===== src/rtl/mc_pkg.sv =====
// mc_pkg: MIG user-port instruction codes and the write-issuer state type.
// Shared by every block that drives or decodes a MIG command port.
package mc_pkg;

   localparam logic [2:0] MIG_INSTR_WR = 3'b000;
   localparam logic [2:0] MIG_INSTR_RD = 3'b001;

   typedef enum logic [1:0] {
      WAIT_CAL,
      FILL,
      ISSUE,
      DONE
   } mc_state_e;

endpackage


===== src/rtl/mc_wr_burst_issuer.sv =====
// mc_wr_burst_issuer: loads BURST_LEN source words into the MIG port-0 write FIFO,
// then issues one write command addressed at the first beat of the burst.
module mc_wr_burst_issuer
   import mc_pkg::*;
#(
   parameter int unsigned BURST_LEN  = 8,
   parameter int unsigned MAX_BURSTS = 0,
   parameter logic [2:0]  WR_INSTR   = MIG_INSTR_WR
) (
   input  logic        clk,
   input  logic        rst,
   input  logic        calib_done,
   input  logic        src_valid,
   input  logic [30:0] src_word,
   output logic        src_rdy,
   output logic        p0_wr_en,
   output logic [31:0] p0_wr_data,
   output logic [3:0]  p0_wr_mask,
   input  logic        p0_wr_full,
   output logic        p0_cmd_en,
   output logic [2:0]  p0_cmd_instr,
   output logic [5:0]  p0_cmd_bl,
   output logic [29:0] p0_cmd_byte_addr,
   input  logic        p0_cmd_full,
   output logic [15:0] burst_cnt,
   output logic        align_err,
   output logic        done
);

   localparam logic [5:0]  LAST_BEAT = 6'(BURST_LEN - 1);
   localparam logic [15:0] MAX_CNT   = 16'(MAX_BURSTS);
   localparam bit          LIMITED   = (MAX_BURSTS != 0);

   mc_state_e   r_state;
   mc_state_e   w_state_nxt;
   logic [5:0]  r_beat_cnt;
   logic [15:0] r_burst_cnt;
   logic [29:0] r_addr_q;
   logic        r_cmd_en;
   logic        r_align_err;

   logic        w_src_rdy;
   logic        w_accept;
   logic        w_issue;
   logic        w_last_beat;
   logic        w_first_beat;
   logic [15:0] w_burst_nxt;

   assign w_last_beat  = (r_beat_cnt == LAST_BEAT);
   assign w_first_beat = (r_beat_cnt == 6'd0);
   assign w_burst_nxt  = r_burst_cnt + 16'd1;

   always_ff @(posedge clk) begin
      if (rst) begin
         r_state <= WAIT_CAL;
      end else begin
         r_state <= w_state_nxt;
      end
   end

   // Handshake is gated by rst so nothing is pushed while reset is held.
   always_comb begin
      w_state_nxt = r_state;
      w_src_rdy   = 1'b0;
      w_accept    = 1'b0;
      w_issue     = 1'b0;
      unique case (r_state)
         WAIT_CAL: begin
            if (calib_done) begin
               w_state_nxt = FILL;
            end
         end
         FILL: begin
            w_src_rdy = !p0_wr_full && !rst;
            w_accept  = src_valid && w_src_rdy;
            if (w_accept && w_last_beat) begin
               w_state_nxt = ISSUE;
            end
         end
         ISSUE: begin
            if (!p0_cmd_full) begin
               w_issue = 1'b1;
               if (LIMITED && (w_burst_nxt == MAX_CNT)) begin
                  w_state_nxt = DONE;
               end else begin
                  w_state_nxt = FILL;
               end
            end
         end
         DONE: begin
            w_state_nxt = DONE;
         end
         default: begin
            w_state_nxt = WAIT_CAL;
         end
      endcase
   end

   always_ff @(posedge clk) begin
      if (rst) begin
         r_beat_cnt  <= '0;
         r_burst_cnt <= '0;
         r_addr_q    <= '0;
         r_cmd_en    <= 1'b0;
         r_align_err <= 1'b0;
      end else begin
         r_cmd_en <= w_issue;
         if (w_issue) begin
            r_burst_cnt <= w_burst_nxt;
         end
         if (w_accept) begin
            if (w_last_beat) begin
               r_beat_cnt <= '0;
            end else begin
               r_beat_cnt <= r_beat_cnt + 6'd1;
            end
            // addr_q only moves on a new burst's first beat, after the pulse.
            if (w_first_beat) begin
               r_addr_q <= {src_word[29:2], 2'b00};
               if (src_word[1:0] != 2'b00) begin
                  r_align_err <= 1'b1;
               end
            end
         end
      end
   end

   assign src_rdy          = w_src_rdy;
   assign p0_wr_en         = w_accept;
   assign p0_wr_data       = {1'b0, src_word};
   assign p0_wr_mask       = 4'b0000;
   assign p0_cmd_en        = r_cmd_en;
   assign p0_cmd_instr     = WR_INSTR;
   assign p0_cmd_bl        = LAST_BEAT;
   assign p0_cmd_byte_addr = r_addr_q;
   assign burst_cnt        = r_burst_cnt;
   assign align_err        = r_align_err;
   assign done             = (r_state == DONE);

endmodule


===== config.mk =====
export PLATFORM = sky130hd
export DESIGN_NAME = mc_wr_burst_issuer
export DESIGN_NICKNAME = d
export VERILOG_FILES = /design/src/rtl/mc_pkg.sv /design/src/rtl/mc_wr_burst_issuer.sv
export SDC_FILE = /design/constraint.sdc
export NUM_CORES = 1
export LEC_CHECK = 0
export CAP_MARGIN = 20
export CORE_MARGIN = 5
export CORE_UTILIZATION = 41
export CTS_BUF_LIST = sky130_fd_sc_hd__clkbuf_4 sky130_fd_sc_hd__clkbuf_8
export DETAILED_ROUTE_END_ITERATION = 16
export GPL_ROUTABILITY_DRIVEN = 0
export PLACE_DENSITY = 0.94
export SKIP_CTS_REPAIR_TIMING = 1
export SYNTH_ARGS = -nofsm -noshare
export SYNTH_HDL_FRONTEND = slang
export SYNTH_SLANG_ARGS = --single-unit

===== constraint.sdc =====
create_clock -name clk -period 2.8 [get_ports clk]
set_clock_uncertainty 0.15 [all_clocks]
set_input_delay 0.42 -clock clk [delete_from_list [all_inputs] [get_ports clk]]
set_output_delay 0.42 -clock clk [all_outputs]
set_load 0.05 [all_outputs]

==> flow_summary.ini <==
[clock_network]
clock_latency_ns = 0.29
htreeDepth = 2
clock-sinks = 54
clkTransAtPathRegs_ns = 0.09
cts_tree = yes
cts_buffer_depth = 2
cts_buffers = 5
cts-root-buf = clkbuf_8

[power_and_ir_drop]
pwr-share-comb_pct = 20.4
intPower_mw = 1.088
p_sw_share_pct = 29.06
p_per_area_mw_per_mm2 = 430.5
ir_worst_vdd_v = 0.0002434
p_clk_share_pct = 28.6
p_sw_mw = 0.4457
p_leak_nw = 1.253
p_total_mw = 1.534
seq_power_share_pct = 51.0

[drt]
dr.pass1.iters = 4
ant_nets = 0
post_drt_wl_per_cell_um = 13.54
drcViolationCount = 0
wl_mm = 6.419
via_count = 2283
routed.top_layer = met4
met2_length_mm = 3.275
dr_wl_met3_um = 631
viasPerCell = 4.816
drt_iter0_markers = 60
wl_met1_mm = 2.431

[die]
die_height_um = 88.67
start_util_pct = 42.61
dieArea_mm2 = 0.007862
ios = 133
fp.dieW_um = 88.67
core_area_mm2 = 0.005956
rows = 28

[place]
place_ws_ns = 0.1472
dp_hpwl_mm = 5.051
port_buffers = 114

[global_routing]
grt_pass1_vias = 2168
grt_antenna_before_repair = 0
grt_pass1_wl_mm = 9.763
track_usage_pct = 15.47
grt_overflow = 0
grt_max_degree = 34

[final_layout]
antennaDiodeCount = 0
n_fill_cell = 537
layout_common_cells = 111 x clkdlybuf4s50_1, 67 x nand2_1, 54 x dfxtp_1
syn_to_final_growth_pct = 40.38
post-route-util_pct = 59.81
drive_gt1_share_pct = 5.764
final_common_cell = clkdlybuf4s50_1
fin_nets = 438

[sta]
finalCriticalPeriod_ns = 2.336
setup_viol = 0
period_share_pct = 83.43
rsz0062_at_grt = false
drv_slew = 0
finalHoldViolCount = 0
fmax_mhz = 428.1
fin_setup_tns_ns = 0
slew_headroom_pct = 55.90
fin_ws_ns = 0.4641
whs_ns = 0.3078
tightest_slew_ns = 0.6526

[logic_synthesis]
synth_edf_count = 0
yosysTopAreaCellShare_pct = 42.60
ys_top_cells_by_area = dfxtp_1 43%, buf_4 14%, nand2_1 9.9%, a21oi_1 7.5%, xnor2_1 2.4%
syn_area_per_cell_um2 = 8.030
ys_ff_latch = 54
synth-async-reset-ratio_pct = 0
ys.flop_type = dfxtp_1
netlist_area_mm2 = 0.002537
synth.distinct_cells = 33
synth_top_area_cell = dfxtp_1
seq_area_frac_synth_pct = 42.60
syn_inst = 316
yosysWarningCount = 0

[critical_path]
startpoint_type = primary input
path_class = primary input to flip-flop
rr_worst_depth = 4
setup.worst_path.end_class = flip-flop
arrival_ns = 2.41
cp_max_fo = 6
ff2ff_setup_slack_ns = 0.58
cp.required_ns = 2.87
timing.rr.end = burst_cnt[10]$_SDFFE_PP0P_
cp-startpoint = p0_cmd_full
reg2reg_from = r_state[1]$_SDFFE_PP0P_

[worst_hold_path]
holdPathEnd = p0_cmd_byte_addr[7]$_SDFFE_PP0P_
holdPathStages = 2
hold_start = p0_cmd_byte_addr[7]$_SDFFE_PP0P_
hp-class = flip-flop to flip-flop

[job]
drv_cap = 0

[status]
status = complete, no violations
==> Yosys cell counts, drive strengths merged (2+ instances only) <==
cell,instances
or4,3
clkbuf,10
ha,3
or3,6
nand4,2
nor3,6
nor4,2
inv,8
nand3,11
and3,2
nand2,67
o21ai,8
buf,49
a21oi,38
dfxtp,54
xnor2,7
conb,2
nor3b,3
nor2b,5
nor2,16
or3b,2
mux2,3
xor2,4
==> final cells by class <==
type | instances | area, um2 | share of cell area, %
multi-input combinational | 209 | 1074 | 30.14
tap | 75 | 93.84 | 2.634
timing repair buffer | 120 | 1189 | 33.37
clock inverter | 1 | 5.005 | 0.1405
clock buffer | 7 | 90.09 | 2.529
inverter | 8 | 30.03 | 0.8430
sequential | 54 | 1081 | 30.35
==> kinds of logic after synthesis <==
logic type / after synthesis / share of synthesized area, %
XOR/XNOR: 11 / 3.797
flip-flops: 54 / 42.60
buffers and inverters: 67 / 17.16
multiplexers: 3 / 1.331
other: 2 / 0.2960
AO/OA/AOI/OAI: 47 / 9.418
adder cells (fa/ha/maj): 3 / 1.479
AND/OR/NAND/NOR: 129 / 23.92
==> power by group through the flow <==
stage	clock [mW]	sequential, mW	combinational (mW)
after detailed placement	0	0.800	0.314
after global placement	0	0.799	0.311
final	0.439	0.782	0.313
after CTS	0.455	0.782	0.315
after floorplan	0	0.823	0.217
after global routing	0.489	0.783	0.327
==> how the worst max path moves through the flow <==
stage | to | slack, ns | cells after the start
after global routing | burst_cnt[10]$_SDFFE_PP0P_ | 0.40 | 5
final | burst_cnt[10]$_SDFFE_PP0P_ | 0.46 | 5
after CTS | burst_cnt[10]$_SDFFE_PP0P_ | 0.48 | 5
after detailed placement | burst_cnt[10]$_SDFFE_PP0P_ | 0.15 | 5
after global placement | burst_cnt[10]$_SDFFE_PP0P_ | 0.28 | 5
after floorplan | src_rdy | 0.53 | 2
==> stage by stage <==
step / std cells / cell area (um2)
2_1_floorplan: 330 / 2590
3_3_place_gp: 466 / 3467
3_5_place_dp: 466 / 3467
4_1_cts: 474 / 3562
5_1_grt: 474 / 3562
6_report: 474 / 3562
==> flip-flops by register name, summed over array words and instances, names as in the netlist <==
register and cells:
r_state 2, r_beat_cnt 6, burst_cnt 16, p0_cmd_en 1, p0_cmd_byte_addr 28, align_err 1
==> critical path, cell delays in order <==
cell and delay (ns):
clkdlybuf4s50_1 0.47, or3b_1 0.43, or4_4 0.58, or3_1 0.34, a21oi_1 0.18
==> routing by layer <==
| metal | vias to the layer above | global-route usage [%] |
|---|---|---|
| met2 | 92 | 29.15 |
| li1 | 1139 | - |
| met3 | 9 | 4.004 |
| met4 | 0 | 4.533 |
| met1 | 1043 | 16.83 |
| met5 | - | 0 |
Note: power is estimated with default switching activity, not from simulation.
